**src/rtl/mem_wb_stage.sv**
```systemverilog
// Memory + writeback stage: runs loads/stores on a req/gnt/rvalid bus, stalls while a
// transaction is outstanding, and registers the M->W boundary. Define SUBWORD_ACCESS_EN for byte/half accesses.
module mem_wb_stage #(
    parameter int TIMEOUT = 255,
    parameter int TCW     = 16
) (
    input  logic        clk,
    input  logic        rst_n,
    input  logic [31:0] alu_resultM,
    input  logic [31:0] write_dataM,
    input  logic [4:0]  RdM,
    input  logic [31:0] PC_plus4M,
    input  logic        reg_writeM,
    input  logic        mem_readM,
    input  logic        mem_writeM,
    input  logic [1:0]  result_srcM,
    input  logic [2:0]  funct3M,
    output logic        dmem_req,
    output logic        dmem_we,
    output logic [31:0] dmem_addr,
    output logic [31:0] dmem_wdata,
    output logic [3:0]  dmem_be,
    input  logic        dmem_gnt,
    input  logic        dmem_rvalid,
    input  logic [31:0] dmem_rdata,
    output logic        stallM,
    output logic [31:0] resultW,
    output logic [4:0]  RdW,
    output logic        reg_writeW,
    output logic        bus_errW
);

    typedef enum logic [1:0] {IDLE, REQ, RESP} state_t;

    state_t         state;
    logic [TCW-1:0] cnt;
    logic           memop;
    logic [1:0]     addr_lo;
    logic           misalign;
    logic           timeout;
    logic           done;
    logic [31:0]    load_data;
    logic [31:0]    result_next;

    assign memop     = mem_readM | mem_writeM;
    assign addr_lo   = alu_resultM[1:0];
    assign dmem_we   = mem_writeM;
    assign dmem_addr = {alu_resultM[31:2], 2'b00};

`ifdef SUBWORD_ACCESS_EN
    logic [31:0] rdata_shift;

    // NOTE: every always_comb output gets a default first so no path can infer a latch.
    always_comb begin
        rdata_shift = dmem_rdata >> {addr_lo, 3'b000};
        case (funct3M)
            3'b000:  load_data = {{24{rdata_shift[7]}}, rdata_shift[7:0]};
            3'b001:  load_data = {{16{rdata_shift[15]}}, rdata_shift[15:0]};
            3'b100:  load_data = {24'd0, rdata_shift[7:0]};
            3'b101:  load_data = {16'd0, rdata_shift[15:0]};
            default: load_data = dmem_rdata;
        endcase

        // funct3[1:0]: 00 byte (never misaligned), 01 half, 1x word
        misalign = memop & (((funct3M[1:0] == 2'b01) & addr_lo[0]) |
                            (funct3M[1] & (addr_lo != 2'b00)));

        dmem_wdata = write_dataM;
        dmem_be    = 4'b1111;
        if (mem_writeM) begin
            case (funct3M[1:0])
                2'b00: begin
                    dmem_wdata = {4{write_dataM[7:0]}};
                    dmem_be    = 4'b0001 << addr_lo;
                end
                2'b01: begin
                    dmem_wdata = {2{write_dataM[15:0]}};
                    dmem_be    = 4'b0011 << addr_lo;
                end
                default: begin
                    dmem_wdata = write_dataM;
                    dmem_be    = 4'b1111;
                end
            endcase
        end
    end
`else
    logic unused_funct3;

    assign unused_funct3 = ^funct3M;
    assign load_data     = dmem_rdata;
    assign misalign      = memop & (addr_lo != 2'b00);
    assign dmem_wdata    = write_dataM;
    assign dmem_be       = 4'b1111;
`endif

    assign timeout  = (state != IDLE) && (cnt == TCW'(TIMEOUT));
    assign dmem_req = memop & ~misalign & ((state == IDLE) | (state == REQ));
    assign done     = misalign | timeout |
                      (mem_writeM & dmem_req & dmem_gnt) |
                      (mem_readM & (state == RESP) & dmem_rvalid);
    assign stallM   = memop & ~done;

    // Errored loads (misalign or timeout) write zero rather than whatever is on the bus.
    always_comb begin
        case (result_srcM)
            2'b01:   result_next = (misalign | timeout) ? 32'd0 : load_data;
            2'b10:   result_next = PC_plus4M;
            default: result_next = alu_resultM;
        endcase
    end

    // NOTE: sequential state is updated with non-blocking assignments only.
    always_ff @(posedge clk or negedge rst_n) begin
        if (!rst_n) begin
            state <= IDLE;
            cnt   <= '0;
        end else begin
            if (state == IDLE || done) cnt <= '0;
            else                       cnt <= cnt + 1'b1;

            case (state)
                IDLE: begin
                    if (memop && !misalign) begin
                        if (!dmem_gnt)      state <= REQ;
                        else if (mem_readM) state <= RESP;
                    end
                end
                REQ: begin
                    if (timeout)       state <= IDLE;
                    else if (dmem_gnt) state <= mem_readM ? RESP : IDLE;
                end
                RESP: begin
                    if (timeout || dmem_rvalid) state <= IDLE;
                end
                default: state <= IDLE;
            endcase
        end
    end

    // A stall cycle inserts a bubble; destination and value hold.
    always_ff @(posedge clk or negedge rst_n) begin
        if (!rst_n) begin
            resultW    <= '0;
            RdW        <= '0;
            reg_writeW <= 1'b0;
            bus_errW   <= 1'b0;
        end else begin
            bus_errW <= bus_errW | misalign | timeout;
            if (stallM) begin
                reg_writeW <= 1'b0;
            end else begin
                resultW    <= result_next;
                RdW        <= RdM;
                reg_writeW <= reg_writeM;
            end
        end
    end

endmodule
```
**config.mk**
```make
export PLATFORM = sky130hd
export DESIGN_NAME = mem_wb_stage
export DESIGN_NICKNAME = d
export VERILOG_FILES = /design/src/rtl/mem_wb_stage.sv
export SDC_FILE = /design/constraint.sdc
export NUM_CORES = 1
export LEC_CHECK = 0
export ABC_AREA = 1
export ABC_CLOCK_PERIOD_IN_PS = 1600
export BUFFER_PORTS_ARGS = -buffer_cell sky130_fd_sc_hd__buf_2
export CORE_MARGIN = 3
export CORE_UTILIZATION = 35
export CTS_CLUSTER_DIAMETER = 50
export DETAILED_ROUTE_END_ITERATION = 6
export GPL_TIMING_DRIVEN = 0
export PLACE_DENSITY = 0.69
export SLEW_MARGIN = 40
export SYNTH_ARGS = -nofsm -noshare
export SYNTH_HDL_FRONTEND = slang
export SYNTH_SLANG_ARGS = --single-unit
```
**constraint.sdc**
```tcl
create_clock -name clk -period 1.6 [get_ports clk]
set_input_delay 0.08 -clock clk [delete_from_list [all_inputs] [get_ports clk]]
set_output_delay 0.08 -clock clk [all_outputs]
set_load 0.1 [all_outputs]
```
==> key figures <==
Setup path
  • Buf/Inv on CP: 3
  • Arrival time of the worst setup path: 1.68 ns
  • Reg2Reg Depth: 8
  • Worst flop-to-flop path startpoint: cnt[0]
  • WP data required: roughly 1.5 ns
  • Max stage delay on crit path: 0.39 ns
  • CP max FO: 2
  • CP cell instances: ha_4, nand3_4, nor3_4, nand2_4, nand4_4, buf_12, inv_16, buf_16
  • R2R Path End: cnt[2]
  • Reg-to-reg slack, setup: -0.09 ns
  • Critical Path End Type: output pin
  • CP top delay family: simple AND/OR/NAND/NOR gates
  • CP Class: flip-flop to output pin
  • Slowest CP cell: dfrtp_1
  • Setup crit start kind: flip-flop

Floorplanning
  • Die Y: 117 um
  • Die area: 0.0138 mm^2
  • Core Region: 0.0121 mm^2
  • Chip width: approximately 120 um
  • Initial core utilization: 36.0%
  • Rows: 40
  • I/O pins: 255

Power and ir drop
  • Logic pwr share: 51.0%
  • Switch Pwr: between 3 and 4 mW
  • Power Density: 1220 mW/mm^2
  • Sequential power share: 22.3%
  • Maximum VDD drop: 611 uV
  • Net Sw Frac: between 40% and 50%
  • Clock share of power: between 20% and 30%
  • P_leak: 3.78 nW
  • P_int: 4.09 mW
  • Final Power: 8.00 mW

Detailed routing
  • M1 wire length: 5.84 mm
  • Met2 routed WL: 7.45 mm
  • Top sig layer: met5
  • Routed vias: just under 5k
  • Drt via density: roughly 4.6
  • Final WL: 14.6 mm
  • Pre-antenna DRT Iters: 4
  • Routed wl met3: 1.00 mm
  • DRC viols: 0
  • Post-route antenna net violation count: 0
  • Violation count after the first detailed-route iteration: 273
  • WL per Instance: 13.7 um

Synth
  • Cell taking the most area after synthesis: dfrtp_1
  • Synth Register Bits: 57
  • Post-synth EDFFs: 0
  • Sequential fraction of the synthesis area: 32.8%
  • Yosys warning count: 0
  • Ranking of synthesized cells by area: dfrtp_1 33%, nand2_1 15%, buf_4 12%
  • Top-area cell type share of the netlist area: 32.8%
  • Distinct cell type count after synthesis: 31
  • Post-Syn Instances: 625
  • Netlist Area Pre-Place: 0.00435 mm^2
  • Avg Inst Size Synth: around 7.0 um^2
  • Ys flop type: dfrtp_1
  • Post-synth ARST share: between 90% and 100%

STA
  • Endpoints failing hold: 0
  • Unrepaired setup endpoints after global routing: true
  • Fmax: roughly 570 MHz
  • Setup TNS: -2.95 ns
  • Final Max Tran Viols: 0
  • Final period utilization: 110%
  • Slack of the critical path: -0.164 ns
  • Min Tclk post-route: 1.76 ns
  • Final setup violation count: 43
  • Final clock skew: 0.00518 ns
  • Worst Max-Slew Pin Slew: 0.659 ns
  • Slew HR: 56.1%

GRT
  • First-pass GRT wire length: between 20 and 25 mm
  • GRT Total Usage: 20.8%
  • Largest net degree at the start of global routing: 58
  • Initial antenna violation count: 5
  • Vias in the first global route: between 4k and 5k
  • Global route total overflow: 0

Clock network
  • TritonCTS clock tree: yes
  • Skew-Pair Late Insertion Delay: 0.33 ns
  • Clock Tree Buf Depth: 2
  • Num CTS Buffers: 9
  • Root Driver: clkbuf_16
  • H-Tree Depth: 3
  • Clk sink count: 57
  • Clk slew on worst S/H paths: 0.05 ns

Placement
  • Gp weighted congestion: 0.844
  • Detailed placement HPWL: 10.8 mm
  • IO Port Bufs: 213
  • Placed cell count: approximately 1k
  • DP Area: 0.00568 mm^2
  • Setup WS pre-CTS: -0.268 ns

Outcome
  • Status: finished with violations
  • Failing checks: negative setup slack

Cells and area
  • Layout cell share with drive strength beyond 1: 43.0%
  • Post-route cell area: 0.00658 mm^2
  • Area Overhead vs Synth: 51.3%
  • Layout net count: 1033
  • Fin cells: 1061

Min path
  • HP Start: alu_resultM[30]
  • Worst Hold Endpoint: resultW[30]
  • Hold Path Class: primary input to flip-flop
  • Worst Hold Depth: 5

Flow run
  • Max cap viols: 0
==> worst reg2reg max path, stage by stage, from the launching register on <==
cell and delay (ns):
dfrtp_1 0.41, ha_4 0.18, nand3_4 0.08, nor3_4 0.05, buf_4 0.15, a21boi_4 0.28, nand3_4 0.18, clkbuf_16 0.20
nor2_1 0.09
==> worst max-delay path by stage <==
stage                 from     end  cells after the start
floorplan           cnt[0]  RdW[0]                      9
global route        cnt[0]  stallM                      8
global placement    cnt[0]  stallM                      8
detailed placement  cnt[0]  stallM                      8
finish              cnt[0]  stallM                      8
CTS                 cnt[0]  stallM                      8
==> logic make-up after synthesis <==
logic type,share of synthesized area [%]
buf+inv,23.1
flops,32.8
fa+ha+maj,0.864
xor+xnor,1.61
other cells,0.173
compound gates,5.56
simple gates,35.8
==> flip-flops by register name (all words and copies together), names as in the netlist <==
| name | cells |
|---|---|
| RdW | 5 |
| bus_errW | 1 |
| cnt | 16 |
| reg_writeW | 1 |
| resultW | 32 |
| state | 2 |
==> through the flow <==
step           utilization [%]  hold WS [ns]
2_1_floorplan                -        -0.216
3_3_place_gp              47.1         0.283
3_5_place_dp              47.1         0.194
4_1_cts                   53.5        0.0579
5_1_grt                   54.5        0.0880
6_report                  54.5        0.0693
==> power groups by stage <==
| stage | Sequential, mW | Clock [mW] | Combinational (mW) |
|---|---|---|---|
| after floorplan | 3.14 | 0 | 1.67 |
| after global placement | 1.78 | 0 | 3.71 |
| after detailed placement | 1.79 | 0 | 3.73 |
| after CTS | 1.78 | 2.18 | 3.98 |
| after global routing | 1.80 | 2.23 | 4.29 |
| final | 1.78 | 2.13 | 4.08 |
==> synthesized netlist by cell type, drive strengths merged (3+ instances only) <==
library cell,count
nand2,173
nor2,36
xnor2,4
nand4,35
nand3,76
buf,79
xor2,4
nor3,4
dfrtp,57
a21oi,34
ha,3
inv,84
o21ai,6
clkbuf,23
==> metal layers <==
layer | track usage, % | vias to the layer above
met5 | 0 | -
met3 | 5.83 | 27
met1 | 24.9 | 2211
met2 | 35.9 | 178
met4 | 6.96 | 4
li1 | - | 2432
==> area by class of cell <==
| type | count | area, um^2 |
|---|---|---|
| fill | 1201 | 5490 |
| multi-input combinational | 386 | 2010 |
| timing repair buffer | 246 | 1500 |
| sequential | 57 | 1430 |
| buffer | 101 | 754 |
| inverter | 84 | 332 |
| clock buffer | 12 | 256 |
| tap | 168 | 210 |
| clock inverter | 4 | 75.1 |
| antenna | 3 | 7.51 |
==> placed cells by master, fill, tap and decap left out, types with 2 or more instances in the layout <==
| cell | instances |
|---|---|
| buf_2 | 212 |
| nand2_1 | 168 |
| buf_4 | 83 |
| inv_1 | 80 |
| dfrtp_1 | 56 |
| nand3_1 | 52 |
| nand4_1 | 34 |
| a21oi_1 | 33 |
| nor2_1 | 29 |
| nand3_2 | 22 |
| clkbuf_1 | 20 |
| clkbuf_16 | 11 |
| buf_12 | 7 |
| dlygate4sd3_1 | 7 |
| buf_6 | 6 |
| conb_1 | 6 |
| nor2_2 | 5 |
| o21ai_0 | 5 |
| nand2_2 | 4 |
| xnor2_1 | 4 |
| xor2_1 | 4 |
| buf_8 | 4 |
| diode_2 | 3 |
| inv_2 | 3 |
| nor3_1 | 3 |
| clkbuf_2 | 3 |
| clkbuf_8 | 3 |
| buf_16 | 3 |
| nand3_4 | 2 |
| nor2_4 | 2 |
| o22ai_1 | 2 |
| ha_1 | 2 |
| clkinvlp_4 | 2 |
| bufinv_16 | 2 |
==> timing repair <==
action | in CTS | in global routing
setup buffers | 17 | 5
hold buffers | 7 | 0
resized for setup | 45 | 11
setup endpoints to repair | 51 | 53
pin swaps | 11 | 5
endpoints found under the hold margin | 63 | 0
gates cloned | 3 | 2
(Power assumes the default switching activity.)
